**config.mk**
```make
export PLATFORM = sky130hd
export DESIGN_NAME = conv_enc_param
export DESIGN_NICKNAME = d
export VERILOG_FILES = /design/src/rtl/conv_enc_param.sv
export SDC_FILE = /design/constraint.sdc
export NUM_CORES = 1
export LEC_CHECK = 0
export ABC_AREA = 1
export CORE_UTILIZATION = 31
export CTS_BUF_LIST = sky130_fd_sc_hd__clkbuf_8
export DETAILED_ROUTE_END_ITERATION = 10
export DONT_BUFFER_PORTS = 1
export PLACE_DENSITY = 0.54
export SLEW_MARGIN = 10
export SYNTH_ARGS = -nofsm -noshare
export SYNTH_HDL_FRONTEND = slang
export SYNTH_SLANG_ARGS = --single-unit
export TNS_END_PERCENT = 30
```
**constraint.sdc**
```tcl
create_clock -name clck -period 1.8 [get_ports clck]
set_input_delay 0.36 -clock clck [delete_from_list [all_inputs] [get_ports clck]]
set_output_delay 0.36 -clock clck [all_outputs]
set_load 0.01 [all_outputs]
```
**src/rtl/conv_enc_param.sv**
```systemverilog
// conv_enc_param: rate-1/2 convolutional encoder with an MSB-first parallel frame.
// Define FEC_TAIL_EN to append K-1 zero tail bits that flush the trellis to 0.
module conv_enc_param #(
    parameter int K = 4,
    parameter logic [K-1:0] G0 = 4'b1011,
    parameter logic [K-1:0] G1 = 4'b1111,
    parameter int N_BITS = 48,
`ifdef FEC_TAIL_EN
    localparam int TAIL = K - 1,
`else
    localparam int TAIL = 0,
`endif
    localparam int OUT_W = 2 * (N_BITS + TAIL)
) (
    input  logic             clck,
    input  logic             rst_n,
    input  logic             start,
    input  logic             data,
    input  logic             in_valid,
    output logic             in_ready,
    output logic [OUT_W-1:0] FEC,
    output logic             busy,
    output logic             status
);

    localparam int NP = N_BITS + TAIL;
    localparam int CW = $clog2(NP + 1);
    localparam logic [CW-1:0] LAST_D = CW'(N_BITS - 1);
    localparam logic [CW-1:0] LAST_T = CW'(NP - 1);

    typedef enum logic [1:0] {
        S_IDLE,
        S_DATA,
        S_TAIL,
        S_DONE
    } state_t;

    state_t           r_state;
    logic [K-2:0]     r_sr;
    logic [CW-1:0]    r_cnt;
    logic [OUT_W-1:0] r_fec;
    logic             r_status;
    logic             r_busy;
    logic             r_in_ready;

    logic         w_bit;
    logic [K-1:0] w_r;
    logic         w_p0;
    logic         w_p1;
    logic         w_acc;
    logic         w_step;

    // Tail cycles shift zeros through the same encoder without a handshake.
    assign w_bit  = (r_state == S_TAIL) ? 1'b0 : data;
    assign w_r    = {w_bit, r_sr};
    assign w_p0   = ^(w_r & G0);
    assign w_p1   = ^(w_r & G1);
    assign w_acc  = r_in_ready & in_valid;
    assign w_step = w_acc | (r_state == S_TAIL);

    always_ff @(posedge clck or negedge rst_n) begin
        if (!rst_n) begin
            r_state    <= S_IDLE;
            r_sr       <= '0;
            r_cnt      <= '0;
            r_fec      <= '0;
            r_status   <= 1'b0;
            r_busy     <= 1'b0;
            r_in_ready <= 1'b0;
        end else if (start) begin
            r_state    <= S_DATA;
            r_sr       <= '0;
            r_cnt      <= '0;
            r_fec      <= '0;
            r_status   <= 1'b0;
            r_busy     <= 1'b1;
            r_in_ready <= 1'b1;
        end else begin
            if (w_step) begin
                for (int i = 0; i < NP; i++) begin
                    if (r_cnt == CW'(i)) begin
                        r_fec[OUT_W-1-2*i] <= w_p0;
                        r_fec[OUT_W-2-2*i] <= w_p1;
                    end
                end
                r_sr  <= w_r[K-1:1];
                r_cnt <= r_cnt + CW'(1);
            end
            case (r_state)
                S_DATA: begin
                    if (w_acc && r_cnt == LAST_D) begin
                        r_in_ready <= 1'b0;
                        if (TAIL > 0) begin
                            r_state <= S_TAIL;
                        end else begin
                            r_state <= S_DONE;
                            r_busy  <= 1'b0;
                        end
                    end
                end
                S_TAIL: begin
                    if (r_cnt == LAST_T) begin
                        r_state <= S_DONE;
                        r_busy  <= 1'b0;
                    end
                end
                S_DONE: r_status <= 1'b1;
                default: ;
            endcase
        end
    end

    assign in_ready = r_in_ready;
    assign FEC      = r_fec;
    assign busy     = r_busy;
    assign status   = r_status;

endmodule

```
==> results of run 1 <==
-- timing repair --
action,in CTS,in global routing
gates resized for setup,1,6
pin swaps,0,0
cloned,0,0
hold endpoints to repair,111,110
setup endpoints to repair,1,31
-- state kept, by name, indices dropped and copies added (netlist names) --
name	count
r_sr	3
in_ready	1
busy	1
status	1
r_state	2
FEC	96
r_cnt	6
-- metal layers --
layer / global-route usage, % / part of all wire [%] / vias to the layer above / wire length [um]
met4: 6.566 / 1.5 / 0 / 238
met5: 0 / 0 / - / 0
met1: 23.63 / 45 / 2077 / 6996
met2: 28.41 / 45 / 113 / 6959
li1: - / - / 2131 / -
met3: 5.784 / 7.8 / 15 / 1205
-- logic make-up (layout without fill, tap and decap cells) --
group / after synthesis / in the layout
AO/OA/AOI/OAI: 67 / 67
flip-flops: 110 / 110
buffers and inverters: 93 / 101
AND/OR/NAND/NOR: 396 / 396
adder cells (fa/ha/maj): 4 / 4
-- layout make-up --
| cell class | instances | area (sq um) | share of cell area [%] |
|---|---|---|---|
| inverters | 59 | 221.5 | 3.759 |
| repair buffers | 27 | 242.7 | 4.120 |
| clock buffers | 10 | 137.6 | 2.336 |
| clock inverters | 5 | 51.30 | 0.8707 |
| flip-flops and latches | 110 | 2753 | 46.72 |
| multi-input cells | 467 | 2211 | 37.52 |
| well taps | 220 | 275.3 | 4.672 |
-- report_power, final --
part,internal (mW),leakage (nW),switching [mW]
sequential,2.67,1.45,0.265
combinational,0.249,1.46,0.460
clock,0.669,0.105,0.869
-- worst register-to-register path: stages (launching register included) --
cell and delay [ps]:
dfrtp_1 440, inv_1 120, ha_1 300, nand2_1 160, nor2_1 180, nand2_1 80, nand2_1 100, inv_1 80
nand2_1 50, o21ai_0 70
-- synthesized netlist by cell type --
| cell type | number | area share (%) |
|---|---|---|
| clkbuf_1 | 7 | 0.49 |
| buf_12 | 2 | 0.75 |
| inv_2 | 3 | 0.21 |
| a21oi_2 | 1 | 0.16 |
| buf_1 | 4 | 0.28 |
| nor2_1 | 80 | 5.6 |
| nand3_2 | 20 | 3.7 |
| o21ai_0 | 49 | 4.6 |
| ha_1 | 4 | 0.93 |
| dfrtp_1 | 110 | 51 |
| o21ai_1 | 2 | 0.19 |
| a21oi_1 | 13 | 1.2 |
| buf_6 | 2 | 0.42 |
| nor3_1 | 3 | 0.28 |
| nand3_1 | 68 | 6.3 |
| nand3_4 | 2 | 0.65 |
| o22ai_1 | 1 | 0.12 |
| buf_4 | 3 | 0.42 |
| nand2_1 | 206 | 14 |
| nand4_1 | 13 | 1.5 |
| buf_2 | 16 | 1.5 |
| inv_1 | 56 | 3.9 |
| o211ai_1 | 1 | 0.14 |
| nand2_4 | 4 | 0.84 |
-- final timing paths --
| check | slack, ps | end | from | cells past startpoint |
|---|---|---|---|---|
| setup / recovery | 110 | FEC[5] | r_cnt[1] | 9 |
| hold / removal | -350 | FEC[7] | rst_n | 0 |
| setup reg to reg | 110 | FEC[5] | r_cnt[1] | 9 |
| hold reg to reg | 550 | r_sr[1] | r_sr[1] | 2 |
| max in group asynchronous | 1870 | FEC[75] | rst_n | 0 |
| min in group clck | 70 | r_cnt[2] | start | 1 |
-- per-stage QoR --
step	utilization, %	cell area (sq um)	cells	hold WS [ps]
2_1_floorplan	-	5364	670	64.41
3_3_place_gp	33.83	5670	882	68.92
3_5_place_dp	33.83	5670	882	67.11
4_1_cts	35.04	5872	898	-382.2
5_1_grt	35.15	5892	898	-383.8
6_report	35.15	5892	898	-351.9
==> impl_metrics.csv, run 1 <==
group,metric,value,unit
setup_path,critPathCaptureType,"register",
global_route,grt_max_degree,111,
route,num_vias,4336,
floorplanning,die_area,17830,sq um
clock_network,clk_path_buf_depth,2,
setup_path,cpPeakStageDelay,440,ps
worst_hold_path,worstHoldPathType,"in2async",
route,drc,0,
run_status,outcome,"finished, violations left",
global_route,grt-ovfl-total,0,
synthesis,ys_types,24,
setup_path,crit_top_cell,"nand2_1",
route,antenna_left,0,
setup_path,required,2080,ps
layout,fillers,1779,
route,drtPass1Iterations,5,
timing,worst_hold_slack,-351.9,ps
synthesis,netlist_area,5364,sq um
power,p_per_area,880.1,nW/um^2
power,p_leak,3.016,nW
clock_network,clkSinkCount,110,
layout,antenna_cells,0,
route,vias_per_cell,4.829,
clock_network,clk_pin_slew,110,ps
synthesis,yosysWarnings,0,
layout,area_delta_synth_final,9.844,%
clock_network,h-tree-depth,3,
power,total_power,5.186,mW
setup_path,slowest_stage,"dfrtp_1",
setup_path,crit_type,"reg2reg",
global_route,grt_pass1_wl,24780,um
timing,layout_min_cycle_time,1695,ps
timing,clock-skew-final,18.40,ps
floorplanning,die_w,133.5,um
synthesis,syn_nets,679,
placement,dp_hpwl,10700,um
placement,place_congestion,0.8751,
clock_network,tritoncts,"yes",
timing,hold_violations,110,
route,drtIter0Drc,254,
timing,tns,0,ps
synthesis,synth_top_family_by_area,"simple AND/OR/NAND/NOR gates",
clock_network,post_cts_buffers,0,
global_route,globalRouteTotalUtil,18.22,%
timing,worst_pin_slew,537.9,ps
timing,rsz0062_at_grt,"yes",
timing,maxSlewHeadroom,64.05,%
synthesis,synth_compound_area_share,6.391,%
floorplanning,num_rows,47,
route,post_drt_wl_per_cell,17.15,um
synthesis,synth_seq_cells,110,
clock_network,cts_hold_buf,1,
synthesis,avgSynthCellArea,8.006,sq um
setup_path,worst_setup_path_start_kind,"register",
clock_network,cts-buffers-inserted,9,
synthesis,yosys-mux-area-fraction,0,%
route,finalWirelength,15400,um
floorplanning,die_h,133.5,um
synthesis,seq_area_frac_synth,51.32,%
clock_network,clock_latency,400,ps
timing,worst_slack,105.5,ps
clock_network,cts_root_buf,"clkbuf_8",
synthesis,syn_inst,670,
timing,timing.fmax,590.1,MHz
setup_path,worstPathCellList,"inv_1 > ha_1 > nand2_1 > nor2_1 > nand2_1 > nand2_1 > inv_1 > nand2_1 > o21ai_0",
synthesis,yosys.area_share.simple,33.38,%
layout,final_cell_mix,"nand2_1 (206), dfrtp_1 (110), nor2_1 (78)",
synthesis,synth_fa_ha_area_share,0.9331,%
timing,period_share,94.14,%
placement,place_ws,17.84,ps
timing,setup_viol,0,
setup_path,crit_arrival,1980,ps
global_route,grt_antenna_before_repair,0,
floorplanning,start_util,32.00,%
layout,final_common_cell,"nand2_1",
timing,slew_viol_final,0,
synthesis,synth_xor_area_share,0,%
placement,port-buffer-count,0,
setup_path,path_buf_inv,2,
setup_path,cp_max_fo,6,
floorplanning,io-pin-count,104,
global_route,grt_pass1_vias,4385,
run_status,violations,"hold timing",
layout,fin_nets,683,
layout,drive_above_1_share,11.36,%
power,peakVddDrop,0.3359,mV
setup_path,crit_family,"simple AND/OR/NAND/NOR gates",
floorplanning,core,16760,sq um
job,maxCapViolCount,0,
No activity file was read; power rests on OpenSTA's default activity.
==> run 2: changes to the inputs <==
clock period = 1.56 ns   (was 1.8 ns; I/O delays follow)
==> impl_metrics.csv, run 2 (same netlist as run 1, synthesis figures left out) <==
group,metric,value,unit
run_status,outcome,"finished, violations left",
run_status,violations,"hold timing",
layout,antenna_cells,0,
layout,area_delta_synth_final,18.94,%
timing,rsz0062_at_grt,"yes",
route,num_vias,4455,
route,post_drt_wl_per_cell,16.42,um
global_route,grt-ovfl-total,0,
clock_network,h-tree-depth,3,
timing,slew_viol_final,0,
floorplanning,start_util,32.00,%
layout,final_common_cell,"nand2_1",
setup_path,worst_setup_path_start_kind,"register",
layout,seqCellArea,2758,sq um
clock_network,cts_root_buf,"clkbuf_8",
layout,fin_cells,930,
floorplanning,die_w,133.5,um
clock_network,clk_pin_slew,110,ps
global_route,grt_pass1_wl,24260,um
placement,dp_hpwl,10980,um
global_route,grt_antenna_before_repair,0,
timing,layout_min_cycle_time,1508,ps
layout,multi_input_area,2386,sq um
layout,final_util,38.07,%
worst_hold_path,worstHoldPathType,"in2async",
layout,largest_reg_flops,96,
route,drc,0,
power,p_per_area,974.3,nW/um^2
power,peakVddDrop,0.3759,mV
floorplanning,core,16760,sq um
floorplanning,die_area,17830,sq um
timing,worst_pin_slew,348.1,ps
layout,final_area,6380,sq um
global_route,grt_max_degree,111,
timing,worst_slack,51.58,ps
setup_path,critPathCaptureType,"register",
clock_network,clkSinkCount,110,
clock_network,cts_hold_buf,1,
placement,post_dp_cell_area,5883,sq um
layout,fillers,1761,
layout,final_cell_mix,"nand2_1 (201), dfrtp_1 (106), nand3_1 (59)",
placement,dp_cells,907,
timing,maxSlewHeadroom,76.79,%
route,drtIter0Drc,206,
route,vias_per_cell,4.790,
route,finalWirelength,15270,um
global_route,grt_pass1_vias,4449,
timing,setup_viol,0,
floorplanning,io-pin-count,104,
route,antenna_left,0,
timing,worst_hold_slack,-395.5,ps
timing,timing.fmax,662.9,MHz
layout,fin_nets,715,
timing,period_share,96.69,%
setup_path,required,1840,ps
timing,clock-skew-final,15.32,ps
placement,port-buffer-count,0,
layout,drive_above_1_share,22.68,%
clock_network,tritoncts,"yes",
placement,place_congestion,0.8819,
clock_network,clk_path_buf_depth,2,
setup_path,crit_type,"reg2reg",
route,drtPass1Iterations,4,
job,maxCapViolCount,0,
power,p_leak,3.186,nW
global_route,globalRouteTotalUtil,17.74,%
setup_path,crit_arrival,1790,ps
placement,place_ws,-104.6,ps
floorplanning,num_rows,47,
timing,hold_violations,110,
setup_path,cp_max_fo,5,
clock_network,clock_latency,390,ps
floorplanning,die_h,133.5,um
clock_network,cts-buffers-inserted,9,
[run 2: changes by cell type in the layout (fill, tap and decap cells not counted), sizes merged]
cell | before | now
buf | 26 | 58
clkinv | 1 | 2
inv | 62 | 61
[run 2: repair_timing]
action | in CTS | in global routing
endpoints found under the setup margin | 48 | 94
setup buffers | 1 | 6
endpoints found under the hold margin | 112 | 110
cloned | 0 | 0
resized for setup | 13 | 70
pin swaps | 0 | 4
[run 2: report_power, final]
part	internal, mW	switching (mW)
clock network	0.785	1.01
registers	3.09	0.305
logic	0.428	0.603
[run 2: worst max-delay path, stage by stage, from the launching register on]
cell,delay [ps]
dfrtp_2,480
inv_4,110
ha_4,160
nand3_2,110
nor2_2,130
nor2_1,60
nor2_2,130
inv_1,90
nand2_1,60
o21ai_1,60
[run 2: cell type report]
type                       count  share of cell area [%]
sequential                   110                   43.22
multi-input combinational    467                   37.40
timing repair buffer          59                   8.374
tap                          220                   4.315
inverter                      59                   3.628
clock buffer                  10                   2.157
clock inverter                 5                  0.9021
[run 2: worst paths after layout]
| kind | start | endpoint | slack (ps) | depth (start not counted) |
|---|---|---|---|---|
| setup / recovery | r_cnt[0] | FEC[71] | 50 | 9 |
| hold / removal | rst_n | FEC[5] | -400 | 0 |
| setup reg to reg | r_cnt[0] | FEC[71] | 50 | 9 |
| hold reg to reg | FEC[26] | FEC[26] | 560 | 2 |
| max in group asynchronous | rst_n | r_cnt[4] | 1750 | 0 |
| min in group clck | start | FEC[66] | 90 | 3 |
[run 2: through the flow]
stage	TNS, ps	power, mW
2_1_floorplan	0	3.963
3_3_place_gp	-627.4	4.311
3_5_place_dp	-1625	4.335
4_1_cts	-150.9	6.154
5_1_grt	-370.6	6.521
6_report	0	6.216
[run 2: metal layers]
layer | GRT usage [%] | share of wire [%]
met5 | 0 | 0
met4 | 4.356 | 0.91
met1 | 23.39 | 46
met3 | 5.289 | 6.3
met2 | 28.41 | 47
